File: src/rtl/serial_packet_rx.sv
// serial_packet_rx: LSB-first serial word receiver with packet framing
// (length, payload, XOR checksum) feeding a valid/ready output FIFO.
//
// Ports:
//   tClk         single clock, rising edge
//   rst          synchronous active-high reset
//   Dout         serial data bit, LSB first
//   Dout_Valid   Dout is sampled on every edge where this is high
//   out_data     FIFO head word (zero while the FIFO is empty)
//   out_valid    FIFO non-empty
//   out_ready    consumer accept; pop on out_valid && out_ready
//   out_last     head word is the final payload word of its packet
//   Receive_flag one-cycle pulse per completed word
//   pkt_done     one-cycle pulse on a packet with a good checksum
//   pkt_err      one-cycle pulse on bad checksum, framing or overflow
//   fifo_level   current FIFO occupancy
module serial_packet_rx #(
    parameter int WORD_W     = 8,
    parameter int FIFO_DEPTH = 16
) (
    input  logic                        tClk,
    input  logic                        rst,
    input  logic                        Dout,
    input  logic                        Dout_Valid,
    output logic [WORD_W-1:0]           out_data,
    output logic                        out_valid,
    input  logic                        out_ready,
    output logic                        out_last,
    output logic                        Receive_flag,
    output logic                        pkt_done,
    output logic                        pkt_err,
    output logic [$clog2(FIFO_DEPTH):0] fifo_level
);

    localparam int PTR_W = $clog2(FIFO_DEPTH);
    localparam int LVL_W = PTR_W + 1;
    localparam int BIT_W = $clog2(WORD_W);

    localparam logic [BIT_W-1:0] LAST_BIT = BIT_W'(WORD_W - 1);
    localparam logic [LVL_W-1:0] FULL_LVL = LVL_W'(FIFO_DEPTH);
    localparam logic [WORD_W-1:0] ONE_W   = WORD_W'(1);

    localparam logic [1:0] ST_LEN     = 2'd0;
    localparam logic [1:0] ST_PAYLOAD = 2'd1;
    localparam logic [1:0] ST_CHK     = 2'd2;
    localparam logic [1:0] ST_DRAIN   = 2'd3;

    logic [1:0]        state_q, state_d;
    logic [BIT_W-1:0]  bit_cnt_q, bit_cnt_d;
    logic [WORD_W-1:0] shift_q, shift_d;
    logic [WORD_W-1:0] count_q, count_d;
    logic [WORD_W-1:0] xor_q, xor_d;
    logic [PTR_W-1:0]  wptr_q, wptr_d;
    logic [PTR_W-1:0]  rptr_q, rptr_d;
    logic [LVL_W-1:0]  level_q, level_d;
    logic              rflag_q, rflag_d;
    logic              done_q, done_d;
    logic              err_q, err_d;

    // Each entry holds {last, data}
    logic [WORD_W:0]   mem_q [FIFO_DEPTH];

    logic              word_done;
    logic              push;
    logic              push_last;
    logic              pop;
    logic              full;
    logic [WORD_W:0]   head;

    assign out_valid    = (level_q != '0);
    assign full         = (level_q == FULL_LVL);
    assign pop          = out_valid && out_ready;
    assign head         = mem_q[rptr_q];
    assign out_data     = out_valid ? head[WORD_W-1:0] : '0;
    assign out_last     = out_valid & head[WORD_W];
    assign fifo_level   = level_q;
    assign Receive_flag = rflag_q;
    assign pkt_done     = done_q;
    assign pkt_err      = err_q;

    // Bit collection and packet FSM
    always_comb begin
        state_d   = state_q;
        bit_cnt_d = bit_cnt_q;
        shift_d   = shift_q;
        count_d   = count_q;
        xor_d     = xor_q;
        rflag_d   = 1'b0;
        done_d    = 1'b0;
        err_d     = 1'b0;
        word_done = 1'b0;
        push      = 1'b0;
        push_last = 1'b0;

        if (!Dout_Valid) begin
            bit_cnt_d = '0;
            if (state_q == ST_DRAIN) begin
                state_d = ST_LEN;
            end else if (bit_cnt_q != '0) begin
                // Valid dropped inside a word: framing error
                err_d   = 1'b1;
                state_d = ST_DRAIN;
            end
        end else if (state_q != ST_DRAIN) begin
            // LSB first: after WORD_W shifts bit 0 is the first bit
            shift_d = {Dout, shift_q[WORD_W-1:1]};
            if (bit_cnt_q == LAST_BIT) begin
                bit_cnt_d = '0;
                word_done = 1'b1;
            end else begin
                bit_cnt_d = bit_cnt_q + 1'b1;
            end
        end

        if (word_done) begin
            rflag_d = 1'b1;
            unique case (state_q)
                ST_LEN: begin
                    count_d = shift_d;
                    xor_d   = '0;
                    state_d = (shift_d == '0) ? ST_CHK : ST_PAYLOAD;
                end
                ST_PAYLOAD: begin
                    // A pop on the same edge frees the head slot
                    if (full && !pop) begin
                        err_d   = 1'b1;
                        state_d = ST_DRAIN;
                    end else begin
                        push      = 1'b1;
                        push_last = (count_q == ONE_W);
                        xor_d     = xor_q ^ shift_d;
                        count_d   = count_q - ONE_W;
                        if (count_q == ONE_W) begin
                            state_d = ST_CHK;
                        end
                    end
                end
                ST_CHK: begin
                    if (shift_d == xor_q) begin
                        done_d = 1'b1;
                    end else begin
                        err_d = 1'b1;
                    end
                    state_d = ST_LEN;
                end
                default: begin
                    state_d = ST_DRAIN;
                end
            endcase
        end
    end

    // FIFO pointers and occupancy
    always_comb begin
        wptr_d  = push ? wptr_q + 1'b1 : wptr_q;
        rptr_d  = pop ? rptr_q + 1'b1 : rptr_q;
        level_d = level_q;
        unique case ({push, pop})
            2'b10:   level_d = level_q + 1'b1;
            2'b01:   level_d = level_q - 1'b1;
            default: level_d = level_q;
        endcase
    end

    always_ff @(posedge tClk) begin
        if (rst) begin
            state_q   <= ST_LEN;
            bit_cnt_q <= '0;
            shift_q   <= '0;
            count_q   <= '0;
            xor_q     <= '0;
            wptr_q    <= '0;
            rptr_q    <= '0;
            level_q   <= '0;
            rflag_q   <= 1'b0;
            done_q    <= 1'b0;
            err_q     <= 1'b0;
        end else begin
            state_q   <= state_d;
            bit_cnt_q <= bit_cnt_d;
            shift_q   <= shift_d;
            count_q   <= count_d;
            xor_q     <= xor_d;
            wptr_q    <= wptr_d;
            rptr_q    <= rptr_d;
            level_q   <= level_d;
            rflag_q   <= rflag_d;
            done_q    <= done_d;
            err_q     <= err_d;
        end
    end

    // Storage needs no reset; occupancy gates what is visible
    always_ff @(posedge tClk) begin
        if (push && !rst) begin
            mem_q[wptr_q] <= {push_last, shift_d};
        end
    end

endmodule

File: config.mk
export PLATFORM = sky130hd
export DESIGN_NAME = serial_packet_rx
export DESIGN_NICKNAME = d
export VERILOG_FILES = /design/src/rtl/serial_packet_rx.sv
export SDC_FILE = /design/constraint.sdc
export NUM_CORES = 1
export LEC_CHECK = 0
export ABC_AREA = 1
export ABC_CLOCK_PERIOD_IN_PS = 3400
export BUFFER_PORTS_ARGS = -buffer_cell sky130_fd_sc_hd__buf_2
export CAP_MARGIN = 20
export CORE_MARGIN = 8
export CORE_UTILIZATION = 45
export CTS_BUF_LIST = sky130_fd_sc_hd__clkbuf_4 sky130_fd_sc_hd__clkbuf_8 sky130_fd_sc_hd__clkbuf_16
export DETAILED_ROUTE_END_ITERATION = 16
export PLACE_DENSITY_LB_ADDON = 0.05
export SLEW_MARGIN = 0
export SYNTH_ARGS = -nofsm -noshare
export SYNTH_HDL_FRONTEND = slang
export SYNTH_SLANG_ARGS = --single-unit
File: constraint.sdc
create_clock -name tClk -period 3.4 [get_ports tClk]
set_input_delay 0.34 -clock tClk [delete_from_list [all_inputs] [get_ports tClk]]
set_output_delay 0.34 -clock tClk [all_outputs]
set_load 0.03 [all_outputs]
==> results of run 1 <==
==> per-layer routing <==
| layer | vias to the layer above | part of all wire | global-route usage |
|---|---|---|---|
| met4 | 0 | 0.029 | 0.0785 |
| met5 | - | 0 | 0 |
| met1 | 2832 | 0.43 | 0.210 |
| li1 | 2881 | - | - |
| met3 | 31 | 0.039 | 0.0320 |
| met2 | 133 | 0.50 | 0.297 |
==> worst max-delay path: cells and delay by family (launching register included) <==
kind | cells | cell delay (ns)
AO/OA/AOI/OAI | 3 | 0.31
buffers and inverters | 2 | 0.28
adder cells (fa/ha/maj) | 3 | 0.81
XOR/XNOR | 1 | 0.18
flip-flops | 1 | 0.35
AND/OR/NAND/NOR | 7 | 1.02
==> worst max-delay path by stage <==
stage	start	to
after floorplan	fifo_level[2]	fifo_level[4]
after CTS	state_q[0]	fifo_level[4]
after global placement	state_q[0]	fifo_level[4]
after global routing	state_q[0]	fifo_level[4]
after detailed placement	state_q[0]	fifo_level[4]
final	state_q[0]	fifo_level[4]
==> power groups by stage <==
stage	combinational, mW	clock, mW	sequential (mW)
after CTS	1.87	2.02	2.64
final	1.85	1.98	2.64
after global placement	1.84	0	2.69
after global routing	2.04	2.11	2.65
after detailed placement	1.86	0	2.70
after floorplan	1.25	0	2.73
==> per-stage QoR <==
step	hold WS, ns	cells	total power, mW
global route	0.402	1081	6.80
floorplan	0.446	800	3.98
detailed placement	0.476	1049	4.56
CTS	0.351	1081	6.53
finish	0.369	1081	6.47
global placement	0.465	1049	4.53
==> sequential cells by signal, summed over array words and instances (netlist names), named ones only <==
name / cells
Receive_flag: 1
bit_cnt_q: 3
count_q: 8
fifo_level: 5
mem_q: 144
pkt_done: 1
pkt_err: 1
rptr_q: 4
shift_q: 8
state_q: 2
wptr_q: 4
xor_q: 8
==> logic make-up after synthesis <==
| kind of cell | Yosys count | share of synthesized area |
|---|---|---|
| xor gates and xnor gates | 6 | 0.00628 |
| buffers and inverters | 98 | 0.0492 |
| and+or+nand+nor | 294 | 0.155 |
| adders and majority gates | 17 | 0.0254 |
| AOI/OAI and AO/OA | 192 | 0.130 |
| DFF | 193 | 0.634 |
==> layout by cell type (no fill, tap or decap), types with 4 or more instances in the layout <==
| cell type | Yosys | final |
|---|---|---|
| sky130_fd_sc_hd__edfxtp_1 | 144 | 144 |
| sky130_fd_sc_hd__nor2_1 | 132 | 132 |
| sky130_fd_sc_hd__o21ai_0 | 101 | 101 |
| sky130_fd_sc_hd__nand2_1 | 82 | 82 |
| sky130_fd_sc_hd__inv_1 | 56 | 56 |
| sky130_fd_sc_hd__nand3_1 | 51 | 51 |
| sky130_fd_sc_hd__dfxtp_1 | 49 | 48 |
| sky130_fd_sc_hd__a21oi_1 | 43 | 43 |
| sky130_fd_sc_hd__buf_4 | 2 | 28 |
| sky130_fd_sc_hd__o221ai_1 | 24 | 24 |
| sky130_fd_sc_hd__buf_2 | 4 | 22 |
| sky130_fd_sc_hd__ha_1 | 17 | 17 |
| sky130_fd_sc_hd__clkbuf_16 | 0 | 17 |
| sky130_fd_sc_hd__o22ai_1 | 12 | 12 |
| sky130_fd_sc_hd__nand2_2 | 9 | 9 |
| sky130_fd_sc_hd__nand2_4 | 5 | 5 |
| sky130_fd_sc_hd__inv_6 | 0 | 5 |
| sky130_fd_sc_hd__clkinvlp_4 | 0 | 5 |
| sky130_fd_sc_hd__inv_2 | 4 | 4 |
| sky130_fd_sc_hd__xor2_1 | 4 | 4 |
==> layout make-up <==
class,instances,area (sq um)
Clock buffer,18,433
Clock inverter,14,154
Fill cell,1669,9040
Inverter,62,233
Multi-Input combinational cell,509,2660
Sequential cell,193,5310
Tap cell,234,293
Timing Repair Buffer,51,340
==> impl_metrics.json, run 1 <==
{
  "status": "completed",
  "drive_above_1_share": 0.129,
  "worst-slew-pin-transition_ns": 0.731,
  "hold_path.class": "in -> reg",
  "cts_root_buffer": "sky130_fd_sc_hd__clkbuf_16",
  "htree_levels": 4,
  "synth.avg_cell_area_sq_um": 10.5,
  "dr_total_vias": 5877,
  "layout.nets": 856,
  "synth_warnings": 0,
  "antenna_left": 0,
  "die_height_microns": 152,
  "worst_r2r_startpoint": "state_q[0]",
  "grt_setup_unrepaired": "no",
  "start_util": 0.454,
  "grt_first_pass_wirelength_microns": 31800,
  "synth_top_cell_area_share": 0.517,
  "post-synth-top-area-cell": "sky130_fd_sc_hd__edfxtp_1",
  "regToRegSetupSlack_ns": 0.36,
  "cts.path.max_buffers": 2,
  "grt_start_max_net_pins": 73,
  "drtIter0Drc": 355,
  "final-max-slew-violation-count": 0,
  "clock_sinks": 193,
  "crit_chain": "ha_1 -> inv_2 -> nand2_4 -> nor2_8 -> nand2_2 -> ha_1 -> xor2_1 -> ha_1 -> inv_1 -> nand2_1 -> nand2_1 -> o21ai_0 -> or2_2 -> nand2_1 -> o21ai_0 -> a21oi_1",
  "num_rows": 50,
  "gate_count_after_technology_mapping": 800,
  "postSynthRegisterBits": 193,
  "synthTopCellsByCount": "sky130_fd_sc_hd__edfxtp_1 (144), sky130_fd_sc_hd__nor2_1 (132), sky130_fd_sc_hd__o21ai_0 (101), sky130_fd_sc_hd__nand2_1 (82), sky130_fd_sc_hd__inv_1 (56)",
  "cap_violations": 0,
  "power_frac_clock": 0.306,
  "max_slew_margin": 0.511,
  "wl_microns": 19900,
  "design.portCount": 23,
  "fin_crit_sh": 0.893,
  "clock-skew-final_ns": 0.0110,
  "total_leakage_power_nw": 3.46,
  "numPortBuffers": 22,
  "power_frac_seq": 0.409,
  "layout_utilization": 0.510,
  "setup.worst_path.class": "reg -> reg",
  "setup_viol": 0,
  "synth-async-reset-ratio": 0,
  "swShare": 0.347,
  "detailedRoute.firstPassIterationCount": 5,
  "dpl-instance-area_sq_mm": 0.00883,
  "design.core.area_sq_mm": 0.0185,
  "power_density_mw_per_mm2": 687,
  "intPower_mw": 4.22,
  "syn_nets": 822,
  "worstHoldStart": "Dout_Valid",
  "timing.critical_path.required_ns": 3.75,
  "vias_in_the_first_global_route": 5835,
  "power.combinational.fraction": 0.285,
  "syn2layout_area_growth_pct": 12.4,
  "critical_path.max_fanout": 13,
  "antenna_found_initial": 0,
  "ys.flop_type": "sky130_fd_sc_hd__edfxtp_1",
  "synth.area.top_cells": "sky130_fd_sc_hd__edfxtp_1 (52%), sky130_fd_sc_hd__dfxtp_1 (12%), sky130_fd_sc_hd__o21ai_0 (6.0%), sky130_fd_sc_hd__nor2_1 (5.9%), sky130_fd_sc_hd__nand2_1 (3.7%)",
  "global_route.usage.total": 0.173,
  "cts_tree": "done",
  "peakVddDrop_uv": 382,
  "grt.overflow.total": 0,
  "post_cts_buffers": 0,
  "dpl_worst_slack_ns": 0.394,
  "number_of_vias_per_cell_after_detailed_routing": 5.44,
  "cts_buffers": 17,
  "setup_total_negative_slack_ns": 0,
  "holdPathStages": 3,
  "post-route-cell-area_sq_mm": 0.00941,
  "hold-path-endpoint": "bit_cnt_q[2]",
  "clkSlewWorstSetupHoldPaths_ns": 0.07,
  "worst-endpoint-arrival_ns": 3.39,
  "place_hpwl_microns": 13300,
  "synth.distinct_cells": 38,
  "clock_latency_ns": 0.42,
  "weighted_congestion_reported_at_the_end_of_routability_driven_placement": 0.858,
  "drt-wirelength-per-cell_microns": 18.4,
  "postCtsHoldBufs": 0,
  "synth_edf_count": 144,
  "yosysMostFrequentCell": "sky130_fd_sc_hd__edfxtp_1",
  "timing.final.hold_violations": 0,
  "worst_setup_path_start_kind": "flop",
  "slowest_stage": "sky130_fd_sc_hd__dfxtp_1",
  "worstRegToRegCells": 16,
  "power.switching_mw": 2.25,
  "post-route-drc-count": 0,
  "cts_repair_resize_count": 0,
  "setup.worst_path.end_class": "flop",
  "diodes": 0,
  "die_area_sq_mm": 0.0232,
  "post-route-min-period_ns": 3.04,
  "mappedNetlistArea_sq_mm": 0.00837,
  "die-width_microns": 152,
  "slowest_stage_delay_cp_ns": 0.35,
  "final.setup.worst_slack_ns": 0.364,
  "yosysSeqAreaShare": 0.634,
  "rr_endpoint": "fifo_level[4]",
  "max_freq_ghz": 0.329
}
Power figures use the tool's default switching activity.
==> inputs of run 2 (changes only) <==
==> constraint.sdc (replaced) <==
create_clock -name tClk -period 3.4 [get_ports tClk]
set_input_delay 0.85 -clock tClk [delete_from_list [all_inputs] [get_ports tClk]]
set_output_delay 0.85 -clock tClk [all_outputs]
set_load 0.03 [all_outputs]
==> run 2 against run 1 <==
Power grew 0.89%; core utilization rose by 0.27 points; register-to-register slack got worse by 0.04 ns; largest power group unchanged; highest routed layer unchanged.
==> impl_metrics.json, run 2 (synthesis results as in run 1) <==
{
  "status": "completed",
  "design.core.area_sq_mm": 0.0185,
  "largest_register": "mem_q",
  "grt_start_max_net_pins": 73,
  "place_hpwl_microns": 13400,
  "setup.worst_path.end_class": "primary output",
  "peakVddDrop_uv": 508,
  "max_freq_ghz": 0.306,
  "start_util": 0.454,
  "layout_common_cells": "sky130_fd_sc_hd__edfxtp_1 (144), sky130_fd_sc_hd__nor2_1 (132), sky130_fd_sc_hd__o21ai_0 (101), sky130_fd_sc_hd__nand2_1 (82), sky130_fd_sc_hd__inv_1 (56)",
  "wl_microns": 20600,
  "max_slew_margin": 0.517,
  "worst-slew-pin-transition_ns": 0.724,
  "post_cts_buffers": 0,
  "antenna_found_initial": 0,
  "die-width_microns": 152,
  "drtIter0Drc": 480,
  "timing.final.hold_violations": 0,
  "htree_levels": 4,
  "dr_total_vias": 5962,
  "hold_path.class": "reg -> reg",
  "fin_crit_sh": 0.961,
  "setup_total_negative_slack_ns": 0,
  "slowest_stage_delay_cp_ns": 0.49,
  "global_route.usage.total": 0.178,
  "vias_in_the_first_global_route": 5886,
  "worst_setup_path_start_kind": "flop",
  "number_of_vias_per_cell_after_detailed_routing": 5.49,
  "largest_reg_flops": 144,
  "cap_violations": 0,
  "weighted_congestion_reported_at_the_end_of_routability_driven_placement": 0.831,
  "total_leakage_power_nw": 3.50,
  "detailedRoute.firstPassIterationCount": 5,
  "clock-skew-final_ns": 0.0114,
  "die_height_microns": 152,
  "drive_above_1_share": 0.134,
  "final-max-slew-violation-count": 0,
  "clkSlewWorstSetupHoldPaths_ns": 0.07,
  "cts_root_buffer": "sky130_fd_sc_hd__clkbuf_16",
  "drt-wirelength-per-cell_microns": 19.0,
  "setup.worst_path.class": "reg -> out",
  "grt.overflow.total": 0,
  "cts_repair_resize_count": 0,
  "critical_path.max_fanout": 33,
  "crit_chain": "buf_4 -> o21ai_0 -> o22ai_1 -> nor2_1 -> nor2_1 -> o21ai_0 -> a21oi_1 -> buf_2",
  "layout_utilization": 0.513,
  "timing.critical_path.required_ns": 2.55,
  "post-route-min-period_ns": 3.27,
  "grt_first_pass_wirelength_microns": 32500,
  "critical_path.top_delay_family": "compound AO/OA/AOI/OAI gates",
  "syn2layout_area_growth_pct": 13.0,
  "clock_sinks": 193,
  "setup_viol": 0,
  "layout.cells.most_common": "sky130_fd_sc_hd__edfxtp_1",
  "slowest_stage": "sky130_fd_sc_hd__dfxtp_2",
  "numPortBuffers": 22,
  "postCtsHoldBufs": 0,
  "layout.nets": 860,
  "crit_buf_inv": 2,
  "cts_buffers": 17,
  "post-route-drc-count": 0,
  "die_area_sq_mm": 0.0232,
  "num_rows": 50,
  "cts_tree": "done",
  "cts.path.max_buffers": 2,
  "grt_setup_unrepaired": "no",
  "clock_latency_ns": 0.42,
  "antenna_left": 0,
  "worst-endpoint-arrival_ns": 2.42,
  "design.portCount": 23,
  "fillCellCount": 1632,
  "diodes": 0,
  "power_density_mw_per_mm2": 690
}
[run 2: cell types whose count changed in the layout (fill, tap and decap cells not counted), sizes merged]
cell | before | now
clkinv | 4 | 8
clkbuf | 18 | 19
buf | 51 | 55
inv | 65 | 63
clkinvlp | 5 | 2
[run 2: metrics by stage]
| stage | setup WS (ns) | cell area [sq um] | hold slack, ns | instances | power, mW |
|---|---|---|---|---|---|
| 2_1_floorplan | 0.644 | 8370 | 0.446 | 800 | 3.98 |
| 3_3_place_gp | 0.417 | 8870 | 0.467 | 1053 | 4.55 |
| 3_5_place_dp | 0.252 | 8870 | 0.478 | 1053 | 4.60 |
| 4_1_cts | 0.107 | 9460 | 0.491 | 1085 | 6.58 |
| 5_1_grt | 0.000656 | 9460 | 0.518 | 1085 | 6.85 |
| 6_report | 0.132 | 9460 | 0.487 | 1085 | 6.53 |
[run 2: final timing paths]
kind / startpoint / end / slack (ns) / cells past startpoint
max: flop / out_data[7] / 0.13 / 8
min reg2reg: rptr_q[2] / rptr_q[2] / 0.49 / 2
min: rptr_q[2] / rptr_q[2] / 0.49 / 2
max reg2reg: state_q[0] / fifo_level[4] / 0.32 / 16
[run 2: area by class of cell]
cell class,count,area [sq um],area share
Clock inverter,13,154,0.0163
Sequential cell,193,5310,0.561
Timing Repair Buffer,55,383,0.0405
Multi-Input combinational cell,509,2660,0.281
Inverter,62,233,0.0246
Clock buffer,19,440,0.0465
Tap cell,234,293,0.0309
[run 2: worst register-to-register path, delay by kind of cell (launching register included)]
family	cells	cell delay (ns)
fa+ha+maj	3	0.82
simple gates	7	0.79
compound gates	3	0.47
flops	1	0.35
buf+inv	2	0.30
xor+xnor	1	0.24
[run 2: power breakdown]
group / switching, mW / total [mW] / internal, mW
logic: 1.32 / 1.87 / 0.552
registers: 0.0838 / 2.67 / 2.58
clock network: 0.877 / 1.99 / 1.11
[run 2: metal layers]
metal / up-vias / wire length (microns) / GRT usage
li1: 2894 / - / -
met1: 2901 / 8900 / 0.213
met2: 148 / 10700 / 0.322
met3: 19 / 771 / 0.0267
met4: 0 / 234 / 0.0566
met5: - / 0 / 0
